===== src/rtl/dmem_arbiter.sv =====
// -----------------------------------------------------------------------------
// dmem_arbiter
//   Shares one single-port data memory between the pipeline MEM stage and a
//   DMA/loader requester. The pipeline normally has priority. A DMA request
//   that keeps being refused ages a wait counter. When the counter reaches
//   MAX_WAIT, the arbiter spends one FORCE cycle that grants the DMA and
//   stalls the MEM stage. Accesses outside 0..DEPTH-1 are blocked: writes are
//   dropped, reads return zero, and a sticky error flag is raised.
//
// Ports
//   CLK, rst                     clock (rising edge), async active-high reset
//   MemReqM, MemWriteM           MEM-stage access request / store select
//   ALUOutM, WriteDataM          MEM-stage word address / store data
//   ReadDataM                    MEM-stage load data (combinational)
//   StallM                       MEM stage must hold its request this cycle
//   dma_req, dma_we              DMA request (held until granted) / write select
//   dma_addr, dma_wdata          DMA word address / write data
//   dma_gnt                      DMA access performed this cycle (combinational)
//   dma_rdata, dma_rvalid        registered DMA read data / one-cycle valid
//   err_clr, addr_err            clear / sticky out-of-range flag
//   mem_we, mem_addr, mem_wdata  memory write enable / address / write data
//   mem_rdata                    memory asynchronous read data
// -----------------------------------------------------------------------------
module dmem_arbiter #(
    parameter int DEPTH    = 64,
    parameter int MAX_WAIT = 4,
    parameter int CNT_W    = 3
) (
    input  logic        CLK,
    input  logic        rst,
    input  logic        MemReqM,
    input  logic        MemWriteM,
    input  logic [31:0] ALUOutM,
    input  logic [31:0] WriteDataM,
    output logic [31:0] ReadDataM,
    output logic        StallM,
    input  logic        dma_req,
    input  logic        dma_we,
    input  logic [31:0] dma_addr,
    input  logic [31:0] dma_wdata,
    output logic        dma_gnt,
    output logic [31:0] dma_rdata,
    output logic        dma_rvalid,
    input  logic        err_clr,
    output logic        addr_err,
    output logic        mem_we,
    output logic [31:0] mem_addr,
    output logic [31:0] mem_wdata,
    input  logic [31:0] mem_rdata
);

    localparam logic [31:0]      DEPTH_W = 32'(DEPTH);
    localparam logic [CNT_W-1:0] MAX_CNT = CNT_W'(MAX_WAIT);

    typedef enum logic {
        ST_NORMAL = 1'b0,
        ST_FORCE  = 1'b1
    } state_t;

    state_t           state_q, state_d;
    logic [CNT_W-1:0] wait_cnt_q, wait_cnt_d;
    logic [31:0]      dma_rdata_q, dma_rdata_d;
    logic             dma_rvalid_q, dma_rvalid_d;
    logic             addr_err_q, addr_err_d;

    logic             pipe_own_s;
    logic             dma_own_s;
    logic             pipe_ok_s;
    logic             dma_ok_s;
    logic             bad_access_s;

    // Word address lies inside the physical memory.
    function automatic logic in_range(input logic [31:0] addr);
        return (addr < DEPTH_W);
    endfunction

    assign pipe_ok_s = in_range(ALUOutM);
    assign dma_ok_s  = in_range(dma_addr);

    // Owner selection: FORCE reserves the cycle for the DMA; otherwise the pipeline wins.
    always_comb begin
        pipe_own_s = 1'b0;
        dma_own_s  = 1'b0;
        case (state_q)
            ST_FORCE: begin
                dma_own_s = dma_req;
            end
            ST_NORMAL: begin
                if (MemReqM) begin
                    pipe_own_s = 1'b1;
                end else begin
                    dma_own_s = dma_req;
                end
            end
            default: begin
                pipe_own_s = 1'b0;
                dma_own_s  = 1'b0;
            end
        endcase
    end

    // Memory port drive; with no owner the pipeline fields pass through with writes disabled.
    always_comb begin
        mem_addr  = ALUOutM;
        mem_wdata = WriteDataM;
        mem_we    = 1'b0;
        if (dma_own_s) begin
            mem_addr  = dma_addr;
            mem_wdata = dma_wdata;
            mem_we    = dma_we && dma_ok_s;
        end else if (pipe_own_s) begin
            mem_we    = MemWriteM && pipe_ok_s;
        end else begin
            mem_we    = 1'b0;
        end
    end

    // Pipeline load data, zeroed when the pipeline does not own or the address is illegal.
    always_comb begin
        if (pipe_own_s && pipe_ok_s) begin
            ReadDataM = mem_rdata;
        end else begin
            ReadDataM = 32'h0000_0000;
        end
    end

    assign dma_gnt = dma_own_s;
    assign StallM  = (state_q == ST_FORCE) && MemReqM;

    // An out-of-range address counts only when its requester actually owns the memory.
    assign bad_access_s = (pipe_own_s && !pipe_ok_s) || (dma_own_s && !dma_ok_s);

    // Next-state computation for the FSM, wait counter, DMA read return and error flag.
    always_comb begin
        state_d      = state_q;
        wait_cnt_d   = wait_cnt_q;
        dma_rdata_d  = dma_rdata_q;
        dma_rvalid_d = 1'b0;
        addr_err_d   = addr_err_q;

        // Wait counter ages only while a request is pending and refused.
        if (dma_own_s || !dma_req) begin
            wait_cnt_d = {CNT_W{1'b0}};
        end else if (wait_cnt_q < MAX_CNT) begin
            wait_cnt_d = wait_cnt_q + {{(CNT_W-1){1'b0}}, 1'b1};
        end else begin
            wait_cnt_d = wait_cnt_q;
        end

        case (state_q)
            ST_NORMAL: begin
                if (wait_cnt_d == MAX_CNT) begin
                    state_d = ST_FORCE;
                end else begin
                    state_d = ST_NORMAL;
                end
            end
            ST_FORCE: begin
                // FORCE lasts exactly one cycle, granted or not.
                state_d    = ST_NORMAL;
                wait_cnt_d = {CNT_W{1'b0}};
            end
            default: begin
                state_d    = ST_NORMAL;
                wait_cnt_d = {CNT_W{1'b0}};
            end
        endcase

        if (dma_own_s && !dma_we) begin
            dma_rdata_d  = dma_ok_s ? mem_rdata : 32'h0000_0000;
            dma_rvalid_d = 1'b1;
        end else begin
            dma_rvalid_d = 1'b0;
        end

        // A new bad access wins over a simultaneous clear.
        if (bad_access_s) begin
            addr_err_d = 1'b1;
        end else if (err_clr) begin
            addr_err_d = 1'b0;
        end else begin
            addr_err_d = addr_err_q;
        end
    end

    // State and registered outputs, cleared asynchronously by rst.
    always_ff @(posedge CLK or posedge rst) begin
        if (rst) begin
            state_q      <= ST_NORMAL;
            wait_cnt_q   <= {CNT_W{1'b0}};
            dma_rdata_q  <= 32'h0000_0000;
            dma_rvalid_q <= 1'b0;
            addr_err_q   <= 1'b0;
        end else begin
            state_q      <= state_d;
            wait_cnt_q   <= wait_cnt_d;
            dma_rdata_q  <= dma_rdata_d;
            dma_rvalid_q <= dma_rvalid_d;
            addr_err_q   <= addr_err_d;
        end
    end

    assign dma_rdata  = dma_rdata_q;
    assign dma_rvalid = dma_rvalid_q;
    assign addr_err   = addr_err_q;

endmodule


===== config.mk =====
export PLATFORM = sky130hd
export DESIGN_NAME = dmem_arbiter
export DESIGN_NICKNAME = d
export VERILOG_FILES = /design/src/rtl/dmem_arbiter.sv
export SDC_FILE = /design/constraint.sdc
export NUM_CORES = 1
export LEC_CHECK = 0
export ABC_CLOCK_PERIOD_IN_PS = 1500
export CORE_AREA = 2 2 118 120
export CTS_CLUSTER_DIAMETER = 80
export DETAILED_ROUTE_END_ITERATION = 12
export DIE_AREA = 0 0 120 122
export MAX_ROUTING_LAYER = met4
export SYNTH_ARGS = -nofsm -noshare
export SYNTH_HDL_FRONTEND = slang
export SYNTH_SLANG_ARGS = --single-unit

===== constraint.sdc =====
create_clock -name CLK -period 1.5 [get_ports CLK]
set_input_delay 0.3 -clock CLK [delete_from_list [all_inputs] [get_ports CLK]]
set_output_delay 0.3 -clock CLK [all_outputs]
set_load 0.01 [all_outputs]

==> results of run 1 <==
-- stage by stage --
step	hold WS, ns	total power, mW	TNS [ns]	util [%]
floorplan	0.441	1.37	-4.10	-
global placement	0.496	2.31	-125.39	47.9
detailed placement	0.502	2.32	-124.14	47.9
CTS	0.209	3.77	-55.62	53.0
global route	0.222	4.09	-59.68	57.6
finish	0.215	3.95	-53.37	57.6
-- metal layers --
metal | track usage [%] | vias to the layer above | part of all wire, %
li1 | - | 1736 | -
met1 | 23.5 | 1766 | 40
met2 | 37.9 | 133 | 52
met3 | 4.35 | 18 | 6.0
met4 | 8.68 | 0 | 2.5
met5 | - | - | 0
-- where the power goes --
part	switching [mW]	internal [mW]	total [mW]
sequential	0.00446	1.03	1.04
combinational	0.541	0.962	1.50
clock	0.408	0.998	1.41
total	0.954	2.99	3.95
-- layout make-up --
type                       instances  share of cell area [%]
clock inverter                     2                   0.772
tap                              180                    2.90
antenna                            1                  0.0322
clock buffer                       6                    1.79
timing repair buffer             402                    54.8
timing repair inverter             1                   0.209
inverter                           3                   0.402
multi-input combinational        199                    26.8
sequential                        38                    12.2
-- Yosys cell counts (all sizes together) --
master	instances	area, µm²
buf	13	83.8
nand3	2	10.0
a21oi	1	5.00
or4bb	1	11.3
nand2	1	3.75
nand2b	2	15.0
o221ai	1	8.76
inv	3	11.3
mux2i	1	10.0
dfrtp	38	951
and2	65	407
nor4	12	75.1
nor2	8	32.5
mux2	64	721
clkbuf	5	18.8
a31o	32	280
a32o	1	10.0
nand4	2	12.5
nand3b	2	15.0
xor2	1	8.76
or3b	1	8.76
ha	1	12.5
nor3	1	16.3
-- logic make-up after synthesis --
group	after synthesis	synth area share, %
flops	38	34.9
mux	65	26.8
buf+inv	21	4.17
compound gates	35	11.1
xor+xnor	1	0.321
fa+ha+maj	1	0.459
simple gates	97	22.2
-- what timing repair did --
item	4_1_cts	5_1_grt
resized for setup	534	236
cloned	8	8
buffers inserted	15	24
pin swaps	28	18
setup endpoints to repair	134	150
-- sequential cells by signal, indices dropped and copies added (netlist names) --
signal      flops
state_q         1
dma_rvalid      1
dma_rdata      32
addr_err        1
wait_cnt_q      3
-- final timing paths --
path / cells past startpoint / slack (ns) / from / end
setup / recovery: 8 / -0.67 / state_q / ReadDataM[26]
min in group CLK: 2 / 0.56 / addr_err / addr_err
hold reg to reg: 2 / 0.56 / addr_err / addr_err
max in group asynchronous: 3 / 0.86 / rst / wait_cnt_q[0]
setup reg to reg: 7 / -0.04 / state_q / dma_rdata[20]
hold / removal: 2 / 0.22 / rst / dma_rdata[28]
-- critical path, cell delays in order (launching register included) --
cell and delay [ns]:
dfrtp_1 0.40, nand2b_4 0.18, buf_12 0.14, buf_12 0.11, nor3_4 0.21, buf_12 0.17
buf_8 0.14, and2_4 0.15, buf_6 0.10
==> metrics.md, run 1 <==
| Metric | Value |
|---|---|
| Synth warn | `0` |
| Final Max Tran Viols | `0` |
| Syn nets | `426` |
| Fin nets | `818` |
| Cell Count, Final, Fillers Out | `832` |
| RSZ-0062 raised after global routing | `yes` |
| Multi-input gate area | `0.00209 mm²` |
| Max cap viols | `0` |
| Worst EP required | `1.20 ns` |
| Most frequent cells in the layout | `125 x clkdlybuf4s50_1, 109 x buf_6, 50 x buf_4` |
| Share of cells above drive strength 1 | `55.5%` |
| Synth Instances | `258` |
| I/O pins | `300` |
| Achievable Freq | `0.462 GHz` |
| Die Ht | `122 µm` |
| Clk slew on worst S/H paths | `0.06 ns` |
| Critical Path Sink Type | `output port` |
| CTS tree | `done` |
| DRT antenna net count | `0` |
| I/O Buffers | `299` |
| # rows | `43` |
| # DRC | `0` |
| Worst skew pair latency | `0.28 ns` |
| Commonest non-fill, non-tap cell in the layout | `clkdlybuf4s50_1` |
| First-pass GRT wire length | `23,100 µm` |
| Placed Instance Area | `0.00647 mm²` |
| Cts hold-fix bufs | `0` |
| Core Area | `0.0135 mm²` |
| Final Cell Area | `0.00778 mm²` |
| Synth unique cells | `30` |
| DIE WIDTH | `120 µm` |
| Final worst path period share | `144%` |
| Syn_area_per_cell | `10.6 µm²` |
| Post-route setup slack | `-0.666 ns` |
| Total GRT Usage | `21.4%` |
| Synth Cell Area | `0.00273 mm²` |
| CP Class | `flip-flop to output port` |
| Seq cells post-synth | `38` |
| Via count | `3,653` |
| Root buf cell | `clkbuf_16` |
| Vias in the first global route | `3,890` |
| Worst Skew | `0.00762 ns` |
| Die area | `0.0146 mm²` |
| HPWL after DPL | `12,100 µm` |
| FILL cells | `1,135` |
| Initial antenna violation count | `1` |
| Final min period | `2.17 ns` |
| CP Launch Type | `flip-flop` |
| Status | `finished with violations` |
| Peak VDD IR | `426 µV` |
| Clock buffer count from CTS | `5` |
| Final setup viols | `124` |
| H-tree depth | `2` |
| Relative slew slack | `82.0%` |
| HP Class | `primary input to async pin` |
| Routed WL per cell | `20.2 µm` |
| CP Max Fanout | `7` |
| Drt total wl | `16,800 µm` |
| PwrDens | `507 mW/mm²` |
| Placed Cells incl. Taps | `777` |
| Routability cong. | `0.902` |
| Largest net degree at the start of global routing | `37` |
| GRT overflow | `0` |
| Initial Util | `20.2%` |
| Final Hold Fails | `0` |
| Worst EP arrival | `1.87 ns` |
| Failing checks | `setup timing` |
| Worst Max-Slew Pin Slew | `0.267 ns` |
| Worst slack at placement | `-1.31 ns` |
| Clk sinks | `38` |
| Vias per cell | `4.39` |
| Lkg Pwr | `3.89 nW` |
| Sequential-to-total area share from yosys stat | `34.9%` |
| Drt initial violations | `95` |
| Drt pass-1 iters | `4` |
| Area Overhead vs Synth | `185%` |
| Clk buf depth | `2` |
| Reg area | `951 µm²` |
No activity file was read; power rests on OpenSTA's default activity.
==> run 2, diff against run 1 <==
--- a/config.mk
+++ b/config.mk
@@ -5,12 +5,13 @@
 export SDC_FILE = /design/constraint.sdc
 export NUM_CORES = 1
 export LEC_CHECK = 0
-export ABC_CLOCK_PERIOD_IN_PS = 1500
+export ABC_CLOCK_PERIOD_IN_PS = 2150
 export CORE_AREA = 2 2 118 120
 export CTS_CLUSTER_DIAMETER = 80
 export DETAILED_ROUTE_END_ITERATION = 12
 export DIE_AREA = 0 0 120 122
 export MAX_ROUTING_LAYER = met4
+export PLACE_DENSITY = 0.72
 export SYNTH_ARGS = -nofsm -noshare
 export SYNTH_HDL_FRONTEND = slang
 export SYNTH_SLANG_ARGS = --single-unit
==> constraint.sdc (replaced) <==
create_clock -name CLK -period 2.15 [get_ports CLK]
set_input_delay 0.43 -clock CLK [delete_from_list [all_inputs] [get_ports CLK]]
set_output_delay 0.43 -clock CLK [all_outputs]
set_load 0.01 [all_outputs]
==> run 2 against run 1 <==
The flow still finishes with violations (setup timing). Non-clock buffer count down 47. Power down 40%. Via count down 3.6%. Largest cell class unchanged. Worst setup slack better by 0.43 ns. Sequential power down 31%. Highest routed layer unchanged. Hold slack better by 0.30 ns. Critical endpoint is now mem_we. Flip-flop and latch count unchanged. Register-to-register slack better by 0.66 ns. Final cell count down 5.9%. Count of clock-buffer cells in the layout unchanged. Core utilization down 6.2 points. Clock skew down 0.0039 ns.
==> metrics.md, run 2 (synthesis results as in run 1) <==
| Metric | Value |
|---|---|
| Clk sinks | `38 (unchanged)` |
| Root buf cell | `clkbuf_16` |
| Critical Path Sink Type | `output port` |
| Critical Path Source | `dma_addr[13]` |
| Relative slew slack | `44.1% (-38 points)` |
| DRT antenna net count | `0 (unchanged)` |
| PwrDens | `344 mW/mm² (-32%)` |
| I/O pins | `300 (unchanged)` |
| Achievable Freq | `0.418 GHz` |
| Final total power | `2.38 mW (-40%)` |
| Initial Util | `20.2% (unchanged)` |
| RSZ-0062 raised after global routing | `yes` |
| Final setup viols | `63 (-49%)` |
| Max cap viols | `0 (unchanged)` |
| Reg2reg end | `dma_rdata[25]` |
| Final Util | `51.3% (-6.2 points)` |
| Die area | `0.0146 mm² (unchanged)` |
| Antenna Diode Count | `0 (-1)` |
| Final worst path period share | `111%` |
| # DRC | `0 (unchanged)` |
| Routed WL per cell | `20.4 µm (+1.3%)` |
| DIE WIDTH | `120 µm (unchanged)` |
| Worst slack at placement | `-1.12 ns (+0.188 ns)` |
| Worst Skew | `0.00370 ns (-0.00392 ns)` |
| # rows | `43 (unchanged)` |
| Clock buffer count from CTS | `5 (unchanged)` |
| Worst Max-Slew Pin Slew | `0.833 ns (+0.566 ns)` |
| Vias in the first global route | `3,769 (-3.1%)` |
| Worst EP required | `1.72 ns (+0.52 ns)` |
| Initial antenna violation count | `0 (-1)` |
| Clk slew on worst S/H paths | `0.06 ns (about the same)` |
| FF-to-FF setup slack | `0.62 ns (+0.66 ns)` |
| Post-route setup slack | `-0.240 ns (+0.427 ns)` |
| Most frequent cells in the layout | `171 x clkdlybuf4s50_1, 70 x buf_6, 38 x dfrtp_1` |
| Drt initial violations | `87 (-8.4%)` |
| Core Area | `0.0135 mm² (unchanged)` |
| Area Overhead vs Synth | `154%` |
| Final Hold Fails | `0 (unchanged)` |
| Largest register FFs | `32 (unchanged)` |
| Die Ht | `122 µm (unchanged)` |
| Peak VDD IR | `372 µV (-13%)` |
| Fin nets | `770 (-5.9%)` |
| Final Cell Area | `0.00693 mm² (-11%)` |
| Worst EP arrival | `1.96 ns (+0.09 ns)` |
| CP Class | `primary input to output port` |
| Lkg Pwr | `3.08 nW (-21%)` |
| HPWL after DPL | `11,300 µm (-6.3%)` |
| Via count | `3,521 (-3.6%)` |
| Largest net degree at the start of global routing | `34 (-8.1%)` |
| Status | `finished with violations` |
| Final min period | `2.39 ns` |
| Setup crit end | `mem_we` |
| HP Class | `primary input to async pin` |
| Total GRT Usage | `21.3% (-0.099 points)` |
| Routability cong. | `0.876 (-2.9%)` |
| I/O Buffers | `299 (unchanged)` |
| Commonest non-fill, non-tap cell in the layout | `clkdlybuf4s50_1` |
| Reg2reg start | `state_q` |
| Cts hold-fix bufs | `0 (unchanged)` |
| Clk buf depth | `2 (unchanged)` |
| Drt pass-1 iters | `4 (unchanged)` |
| CP Max Fanout | `2 (-5)` |
| CTS tree | `done` |
| Final Max Tran Viols | `0 (unchanged)` |
| Worst skew pair latency | `0.28 ns (about the same)` |
| H-tree depth | `2 (unchanged)` |
| Share of cells above drive strength 1 | `46.1% (-9.4 points)` |
| Placed Instance Area | `0.00609 mm² (-5.9%)` |
| Vias per cell | `4.50 (+2.4%)` |
| CP Launch Type | `primary input` |
| R2R depth | `6 (-1)` |
| Failing checks | `setup timing` |
| First-pass GRT wire length | `22,800 µm (-1.4%)` |
| GRT overflow | `0 (unchanged)` |
| Drt total wl | `16,000 µm (-4.7%)` |
[run 2: changes by cell type in the layout (fill, tap and decap cells not counted), sizes merged, moves of 2 or more]
cell | previous run | this run
clkbuf | 26 | 19
clkdlybuf4s15 | 9 | 14
dlymetal6s2s | 19 | 1
dlygate4sd2 | 30 | 11
bufinv | 2 | 0
clkdlybuf4s50 | 125 | 171
buf | 199 | 145
[run 2: critical path: stages]
cell and delay (ns):
clkdlybuf4s50_1 0.45, nor4_2 0.32, buf_4 0.18, nand3_4 0.11, nor2_4 0.14, a32o_1 0.19
buf_2 0.13
[run 2: area by class of cell]
| cell class | count | area (µm²) |
|---|---|---|
| fillers | 1199 | 6570 |
| repair buffers | 355 | 3600 |
| multi-input cells | 199 | 1990 |
| flip-flops and latches | 38 | 951 |
| well taps | 180 | 225 |
| clock buffers | 6 | 139 |
| inverters | 3 | 16.3 |
| clock inverters | 2 | 12.5 |
[run 2: report_power, final]
part           total, mW  switching [mW]  internal, mW  leakage [nW]
registers          0.722         0.00291         0.719         0.526
clock network      0.751           0.291         0.459        0.0729
logic              0.909           0.330         0.579          2.49
[run 2: worst min path at each step]
stage,from,end
after global routing,addr_err,addr_err
final,rst,dma_rdata[11]
after floorplan,wait_cnt_q[1],wait_cnt_q[1]
after CTS,addr_err,addr_err
after detailed placement,addr_err,addr_err
after global placement,addr_err,addr_err
[run 2: metrics by stage]
stage | cells | hold slack [ns] | setup TNS (ns)
3_3_place_gp | 745 | 0.504 | -75.20
3_5_place_dp | 745 | 0.509 | -77.90
5_1_grt | 783 | 0.558 | -11.67
4_1_cts | 781 | 0.522 | -10.32
2_1_floorplan | 258 | 0.508 | 0
6_report | 783 | 0.519 | -6.58
[run 2: layer usage]
metal	vias up	share of wire (%)	GRT usage (%)
li1	1633	-	-
met1	1708	41	24.9
met2	155	51	37.3
met3	25	6.4	4.54
met4	0	2.1	5.44
met5	-	0	-
[run 2: timing repair]
| action | CTS | global route |
|---|---|---|
| gates cloned | 9 | 2 |
| gates resized for setup | 559 | 67 |
| setup endpoints to repair | 111 | 84 |
| pin swaps | 42 | 6 |
| buffers inserted | 20 | 8 |
==> run 3, diff against run 2 <==
--- a/config.mk
+++ b/config.mk
@@ -12,6 +12,7 @@
 export DIE_AREA = 0 0 120 122
 export MAX_ROUTING_LAYER = met4
 export PLACE_DENSITY = 0.72
+export SLEW_MARGIN = 20
 export SYNTH_ARGS = -nofsm -noshare
 export SYNTH_HDL_FRONTEND = slang
 export SYNTH_SLANG_ARGS = --single-unit
==> results of run 3 <==
The final DEF is identical to that of run 2; final timing and power are the same.
